### config.mk
export PLATFORM = sky130hd
export DESIGN_NAME = reset_seq_btn
export DESIGN_NICKNAME = d
export VERILOG_FILES = /design/src/rtl/reset_seq_pkg.sv /design/src/rtl/reset_seq_btn_debounce.sv /design/src/rtl/reset_seq_btn.sv
export SDC_FILE = /design/constraint.sdc
export NUM_CORES = 1
export LEC_CHECK = 0
export CORE_ASPECT_RATIO = 0.75
export CORE_MARGIN = 8
export CORE_UTILIZATION = 35
export CTS_BUF_LIST = sky130_fd_sc_hd__clkbuf_8
export DETAILED_ROUTE_END_ITERATION = 10
export PLACE_DENSITY = 0.61
export REMOVE_ABC_BUFFERS = 1
export SETUP_SLACK_MARGIN = 0.02
export SLEW_MARGIN = 5
export SYNTH_ARGS = -nofsm -noshare
export SYNTH_HDL_FRONTEND = slang
export SYNTH_SLANG_ARGS = --single-unit
export TNS_END_PERCENT = 5
### constraint.sdc
create_clock -name clk -period 3.4 [get_ports clk]
set_input_delay 0.34 -clock clk [delete_from_list [all_inputs] [get_ports clk]]
set_output_delay 0.34 -clock clk [all_outputs]
set_load 0.005 [all_outputs]
### src/rtl/reset_seq_pkg.sv
// Shared definitions for the push-button reset-combination generator.
// Latency: n/a (types, constants and pure functions only).
// Backpressure: n/a.
//
// Contents:
//   state_e    - 3-bit FSM state encodings, also exported on the debug port
//   MAX_BTN    - widest button vector the prefix helper can describe
//   prefix_pat - P(k,n): bits [n-1:n-k] set, all others clear
//   max2       - larger of two integers, used for counter sizing
package reset_seq_pkg;

  typedef enum logic [2:0] {
    ST_IDLE    = 3'd0,
    ST_ARM     = 3'd1,
    ST_HOLD    = 3'd2,
    ST_RES     = 3'd3,
    ST_STRETCH = 3'd4,
    ST_LOCK    = 3'd5
  } state_e;

  localparam int MAX_BTN = 32;

  // Pattern expected after k buttons have been pressed top-down out of n.
  // Callers truncate the result to their own button width.
  function automatic logic [MAX_BTN-1:0] prefix_pat(input int k, input int n);
    logic [MAX_BTN-1:0] p;
    p = '0;
    for (int i = 0; i < MAX_BTN; i++) begin
      if ((i < n) && (i >= n - k)) begin
        p[i] = 1'b1;
      end
    end
    return p;
  endfunction

  function automatic int max2(input int a, input int b);
    return (a > b) ? a : b;
  endfunction

endpackage

### src/rtl/reset_seq_btn_debounce.sv
// Single-button conditioner: polarity fix, 2-FF synchroniser, stability debounce.
// Latency: raw-to-level 2 + DEB_CYCLES clk cycles.
// Backpressure: none; level follows the input once it has been stable long enough.
//
// Ports:
//   clk   in  1  system clock
//   reset in  1  asynchronous active-high reset (level returns to released)
//   raw   in  1  asynchronous button pin
//   level out 1  debounced, active-high pressed level
module btn_debounce #(
  parameter int DEB_CYCLES = 50000,
  parameter bit ACT_HIGH   = 1'b1
) (
  input  logic clk,
  input  logic reset,
  input  logic raw,
  output logic level
);

  localparam int CW = (DEB_CYCLES < 1) ? 1 : $clog2(DEB_CYCLES + 1);
  localparam logic [CW-1:0] CNT_LAST = CW'((DEB_CYCLES < 1) ? 0 : DEB_CYCLES - 1);

  logic          pressed_w;
  logic [1:0]    sync_q;
  logic          level_q, level_d;
  logic [CW-1:0] cnt_q, cnt_d;

  assign pressed_w = ACT_HIGH ? raw : ~raw;

  // The counter only runs while the synchronised value disagrees with the
  // current level; a single agreeing cycle starts the qualification over.
  always_comb begin
    level_d = level_q;
    cnt_d   = '0;
    if (sync_q[1] != level_q) begin
      if (cnt_q == CNT_LAST) begin
        level_d = sync_q[1];
      end else begin
        cnt_d = cnt_q + CW'(1);
      end
    end
  end

  always_ff @(posedge clk or posedge reset) begin
    if (reset) begin
      sync_q  <= '0;
      level_q <= 1'b0;
      cnt_q   <= '0;
    end else begin
      sync_q  <= {sync_q[0], pressed_w};
      level_q <= level_d;
      cnt_q   <= cnt_d;
    end
  end

  assign level = level_q;

endmodule

### src/rtl/reset_seq_btn.sv
// N-button ordered reset combination: debounce, top-down press order, hold qualification, stretched pulse.
// Latency: 1 clk from debounced levels to state/res/progress (2 + DEB_CYCLES + 1 from raw pins).
// Backpressure: none; res is a free-running registered request to the reset tree.
//
// Ports:
//   clk      in  1               system clock
//   reset    in  1               asynchronous active-high reset
//   btn      in  NBTN            raw asynchronous button inputs
//   res      out 1               registered reset request (1 in RES and STRETCH)
//   state    out 3               current FSM state code (debug/LED)
//   progress out clog2(NBTN+1)   buttons correctly pressed so far
module reset_seq_btn
  import reset_seq_pkg::*;
#(
  parameter int NBTN         = 2,
  parameter int DEB_CYCLES   = 50000,
  parameter int HOLD_CYCLES  = 1000000,
  parameter int PULSE_CYCLES = 16,
  parameter bit BTN_ACT_HIGH = 1'b1
) (
  input  logic                       clk,
  input  logic                       reset,
  input  logic [NBTN-1:0]            btn,
  output logic                       res,
  output logic [2:0]                 state,
  output logic [$clog2(NBTN+1)-1:0]  progress
);

  localparam int PW = $clog2(NBTN + 1);
  localparam int CW = $clog2(max2(HOLD_CYCLES, PULSE_CYCLES) + 1);

  localparam logic [CW-1:0]   HOLD_LAST  = CW'(HOLD_CYCLES - 1);
  localparam logic [CW-1:0]   PULSE_LAST = CW'(PULSE_CYCLES - 1);
  localparam logic [NBTN-1:0] P_ONE      = NBTN'(prefix_pat(1, NBTN));
  localparam logic [NBTN-1:0] P_ALL      = NBTN'(prefix_pat(NBTN, NBTN));
  localparam logic [PW-1:0]   K_FULL     = PW'(NBTN);

  logic [NBTN-1:0] deb_w;

  for (genvar gi = 0; gi < NBTN; gi++) begin : g_deb
    btn_debounce #(
      .DEB_CYCLES (DEB_CYCLES),
      .ACT_HIGH   (BTN_ACT_HIGH)
    ) u_deb (
      .clk   (clk),
      .reset (reset),
      .raw   (btn[gi]),
      .level (deb_w[gi])
    );
  end

  state_e          state_q, state_d;
  logic [PW-1:0]   progress_q, progress_d;
  logic [CW-1:0]   cnt_q, cnt_d;
  logic            res_q, res_d;

  logic [NBTN-1:0] p_cur_w, p_next_w;
  logic            is_zero, is_one, is_all, is_cur, is_next;
  logic [PW-1:0]   k_d;

  // Patterns relative to the current press count: staying put, or exactly one more button.
  always_comb begin
    p_cur_w  = NBTN'(prefix_pat(int'(progress_q), NBTN));
    p_next_w = NBTN'(prefix_pat(int'(progress_q) + 1, NBTN));
    is_zero  = (deb_w == '0);
    is_one   = (deb_w == P_ONE);
    is_all   = (deb_w == P_ALL);
    is_cur   = (deb_w == p_cur_w);
    is_next  = (deb_w == p_next_w);
  end

  always_comb begin
    state_d = state_q;
    k_d     = progress_q;
    cnt_d   = cnt_q;

    case (state_q)
      ST_IDLE: begin
        if (is_one) begin
          // With a single button the first press already completes the combination.
          state_d = (NBTN == 1) ? ST_HOLD : ST_ARM;
          k_d     = PW'(1);
        end else if (!is_zero) begin
          state_d = ST_LOCK;
        end
      end

      ST_ARM: begin
        if (is_cur) begin
          state_d = ST_ARM;
        end else if (is_next) begin
          k_d     = progress_q + PW'(1);
          state_d = (int'(progress_q) + 1 == NBTN) ? ST_HOLD : ST_ARM;
        end else if (is_zero) begin
          state_d = ST_IDLE;
        end else begin
          // Multi-step jumps and partial releases both land here.
          state_d = ST_LOCK;
        end
      end

      ST_HOLD: begin
        if (is_all) begin
          if (cnt_q == HOLD_LAST) begin
            state_d = ST_RES;
          end else begin
            cnt_d = cnt_q + CW'(1);
          end
        end else if (is_zero) begin
          state_d = ST_IDLE;
        end else begin
          state_d = ST_LOCK;
        end
      end

      ST_RES: begin
        if (!is_all) begin
          state_d = ST_STRETCH;
        end
      end

      ST_STRETCH: begin
        // Pulse length is fixed once stretching starts; buttons are ignored until it ends.
        if (cnt_q == PULSE_LAST) begin
          state_d = is_zero ? ST_IDLE : ST_LOCK;
        end else begin
          cnt_d = cnt_q + CW'(1);
        end
      end

      ST_LOCK: begin
        if (is_zero) begin
          state_d = ST_IDLE;
        end
      end

      default: begin
        state_d = ST_IDLE;
      end
    endcase

    // Every state entry starts the shared counter from zero, so it never wraps.
    if (state_d != state_q) begin
      cnt_d = '0;
    end

    case (state_d)
      ST_ARM:                        progress_d = k_d;
      ST_HOLD, ST_RES, ST_STRETCH:   progress_d = K_FULL;
      default:                       progress_d = '0;
    endcase

    res_d = (state_d == ST_RES) || (state_d == ST_STRETCH);
  end

  always_ff @(posedge clk or posedge reset) begin
    if (reset) begin
      state_q    <= ST_IDLE;
      progress_q <= '0;
      cnt_q      <= '0;
      res_q      <= 1'b0;
    end else begin
      state_q    <= state_d;
      progress_q <= progress_d;
      cnt_q      <= cnt_d;
      res_q      <= res_d;
    end
  end

  assign res      = res_q;
  assign state    = state_q;
  assign progress = progress_q;

endmodule

==> flow_metrics.py <==
metrics = {
    "run_status": {
        "status": "finished clean",
    },
    "clocking": {
        "tritoncts_num_sinks": 64,
        "clockRootBuffer": "clkbuf_8",
        "postCtsSetupRepairBufs": 0,
        "clock_tree.htree_level_count": 3,
        "cts_bufs_inserted": 9,
        "cts-resized-gates": 0,
        "clk_pin_slew_worst_paths_ns": 0.07,
        "cts.hold.buffers_added": 0,
        "clk-insertion-delay-late_ns": 0.34,
        "tritoncts": "done",
        "maximum_buffer_depth_of_the_clock_tree": 2,
    },
    "timing": {
        "layout_setup_ws_ns": 0.6076,
        "final_max_slew_viol_count": 0,
        "finalClockSkew_ns": 0.006152,
        "timing.final.crit_period_ns": 2.792,
        "maxClockFrequency_mhz": 358.1,
        "tightest_slew_ns": 0.6894,
        "timing.final.setup_violations": 0,
        "setup_repair_after_global_routing_missed_its_margin": "no",
        "worst_hold_slack_ns": 0.3602,
        "final_hold_viol_count": 0,
        "slew_headroom": 0.5397,
        "timing.setup.tns_ns": 0,
        "min_period_over_period": 0.8213,
    },
    "final_layout": {
        "post_layout_nonfiller_instances": 515,
        "num_antenna_cells": 0,
        "finalNetCount": 391,
        "layout_cell_share_with_drive_strength_beyond_1": 0.1123,
        "final_common_cell": "dfrtp_1",
        "layout_common_cells": "64 x dfrtp_1, 56 x nor2_1, 25 x nand2_1, 24 x xnor2_1, 24 x xor2_1",
        "area_growth_pct": 12.02,
    },
    "placement": {
        "place_ws_ns": 0.5886,
        "placed_cells_incl_taps": 500,
        "detailedPlacementHpwl_mm": 4.609,
        "port_buffers": 9,
        "globalplace.congestion": 0.8034,
    },
    "die": {
        "floorplan.initialDensity": 0.3572,
        "row_count": 31,
        "core_region_area_um2": 9619,
        "die_area_um2": 13280,
        "chipWidth_um": 130.4,
        "die_y_extent_um": 101.8,
        "io_pins": 10,
    },
    "routing": {
        "avgViaCountPerCell": 4.942,
        "wl_mm": 6.607,
        "antenna_left": 0,
        "drt-pass1-iter-count": 4,
        "1st_iter_drt_viols": 181,
        "via_count": 2545,
        "wl_per_cell_um": 12.83,
        "remaining_drc_errors": 0,
    },
    "global_routing": {
        "grt_util_met2": 0.1676,
        "grt_remaining_overflow": 0,
        "global_route.usage.met1": 0.1465,
        "grt_peak_use_layer": "met2",
        "grt_pass1_vias": 2561,
        "number_of_antenna_violations_at_the_first_check_in_global_routing": 0,
        "wire_length_of_the_first_global_routing_pass_mm": 11.82,
        "grt_use_met3": 0.03682,
        "largest_net_degree_at_the_start_of_global_routing": 35,
        "grt.total_usage": 0.1117,
    },
    "critical_path": {
        "worst-path-max-fanout": 20,
        "worst_ep_required_time_ns": 3.62,
        "cp-end-kind": "flop",
        "critPathLaunchType": "flop",
        "worstSetupPathType": "flop to flop",
        "data_arrival_critical_path_ns": 3.01,
    },
    "power_and_ir_drop": {
        "combPwrFrac": 0.025,
        "intPower_mw": 1.133,
        "p_leak_nw": 1.627,
        "share_clk_of_total_power": 0.443,
        "vdd_ir_drop_max_uv": 141.5,
        "power_frac_seq": 0.532,
        "switching_power_mw": 0.3270,
        "pwrdens_nw_per_um2": 379.4,
        "switching_share": 0.2240,
        "design_power_total_mw": 1.460,
    },
    "flow_run": {
        "max_cap_violations": 0,
    },
    "logic_synthesis": {
        "syn_area_per_cell_um2": 9.362,
        "yosys.cell_types.count": 51,
        "yosysTopAreaCell": "dfrtp_1",
        "netlist.area_leader.share": 0.4661,
        "synth_seq_cells": 64,
        "yosys_warnings": 0,
        "synthTopCellsByArea": "dfrtp_1 47%, nor2_1 6.1%, xnor2_1 6.1%",
        "cell_area_after_synthesis_um2": 3436,
        "syn-instance-count": 367,
        "synth-seq-area-share": 0.4661,
    },
    "worst_hold_path": {
        "worstHoldPathType": "flop to flop",
    },
}
logic make-up after synthesis:
family | after synthesis | share of synthesized area
flops | 64 | 0.4661
buf+inv | 31 | 0.04187
fa+ha+maj | 8 | 0.02913
compound gates | 37 | 0.06992
simple gates | 175 | 0.2586
xor+xnor | 48 | 0.1224
mux | 4 | 0.01202
cells in the mapped netlist (all sizes together):
| cell | n |
|---|---|
| nor2 | 65 |
| dfrtp | 64 |
| nand2 | 25 |
| xnor2 | 24 |
| xor2 | 24 |
| nand3 | 19 |
| inv | 17 |
| nor3 | 17 |
| nand4 | 15 |
| o21ai | 14 |
| a21oi | 8 |
| ha | 8 |
| and3 | 7 |
| buf | 7 |
| clkbuf | 6 |
| nor4 | 6 |
| or3 | 4 |
| or4 | 4 |
| a21o | 3 |
| mux2i | 3 |
| nand2b | 3 |
| a22oi | 2 |
| nor2b | 2 |
| nor4b | 2 |
| o31ai | 2 |
| a2111o | 1 |
| a211oi | 1 |
| a31oi | 1 |
| a41oi | 1 |
| and2 | 1 |
| and4 | 1 |
| clkinv | 1 |
| mux2 | 1 |
| nor3b | 1 |
| o211ai | 1 |
| o22a | 1 |
| o22ai | 1 |
| o311ai | 1 |
| or2 | 1 |
| or3b | 1 |
| or4b | 1 |
power groups by stage:
| stage | logic [mW] | registers, mW | clock network (mW) |
|---|---|---|---|
| 6_report | 0.0362 | 0.777 | 0.647 |
| 5_1_grt | 0.0437 | 0.778 | 0.707 |
| 4_1_cts | 0.0381 | 0.777 | 0.674 |
| 3_5_place_dp | 0.0380 | 0.791 | 0 |
| 3_3_place_gp | 0.0376 | 0.791 | 0 |
| 2_1_floorplan | 0.0239 | 0.789 | 0 |
metrics by stage:
stage,area [µm²],utilization
CTS,3849,0.4001
finish,3849,0.4001
global route,3849,0.4001
floorplan,3361,-
detailed placement,3654,0.3798
global placement,3654,0.3798
metal layers:
| layer | wire length, µm | part of all wire |
|---|---|---|
| met4 | 69 | 0.010 |
| met1 | 3384 | 0.51 |
| met3 | 292 | 0.044 |
| met2 | 2860 | 0.43 |
| met5 | 0 | 0 |
area by class of cell:
cell class / instances / area, µm²
Fill cell: 973 / 5771
Clock inverter: 5 / 57.56
Inverter: 18 / 68.82
Timing Repair Buffer: 14 / 127.6
Tap cell: 132 / 165.2
Clock buffer: 10 / 137.6
Sequential cell: 64 / 1602
Multi-Input combinational cell: 272 / 1690
worst paths after layout:
check / slack, ns / end / depth (start not counted) / start
worst max-delay path: 0.61 / cnt_q[19] / 10 / progress[0]
worst min-delay path: 0.36 / g_deb[0].u_deb.sync_q[1] / 0 / g_deb[0].u_deb.sync_q[0]
worst max register to register: 0.61 / cnt_q[19] / 10 / progress[0]
worst min register to register: 0.36 / g_deb[0].u_deb.sync_q[1] / 0 / g_deb[0].u_deb.sync_q[0]
max in group asynchronous: 2.28 / cnt_q[19] / 3 / reset
min in group asynchronous: 0.42 / g_deb[0].u_deb.cnt_q[3] / 2 / reset
sequential cells by signal, summed over array words and instances, names as in the netlist:
name / flops
progress: 2
state: 3
cnt_q: 20
g_deb.u_deb.sync_q: 4
g_deb.u_deb.level: 2
res: 1
g_deb.u_deb.cnt_q: 32
worst max-delay path, stage by stage, from the launching register on:
cell	delay (ns)
dfrtp_1	0.45
inv_1	0.11
ha_1	0.30
or4b_2	0.62
o21ai_0	0.16
nand4_1	0.13
o311ai_0	0.20
a21oi_1	0.16
o21ai_2	0.16
buf_4	0.29
nor2_1	0.09
Note: power is estimated with default switching activity, not from simulation.
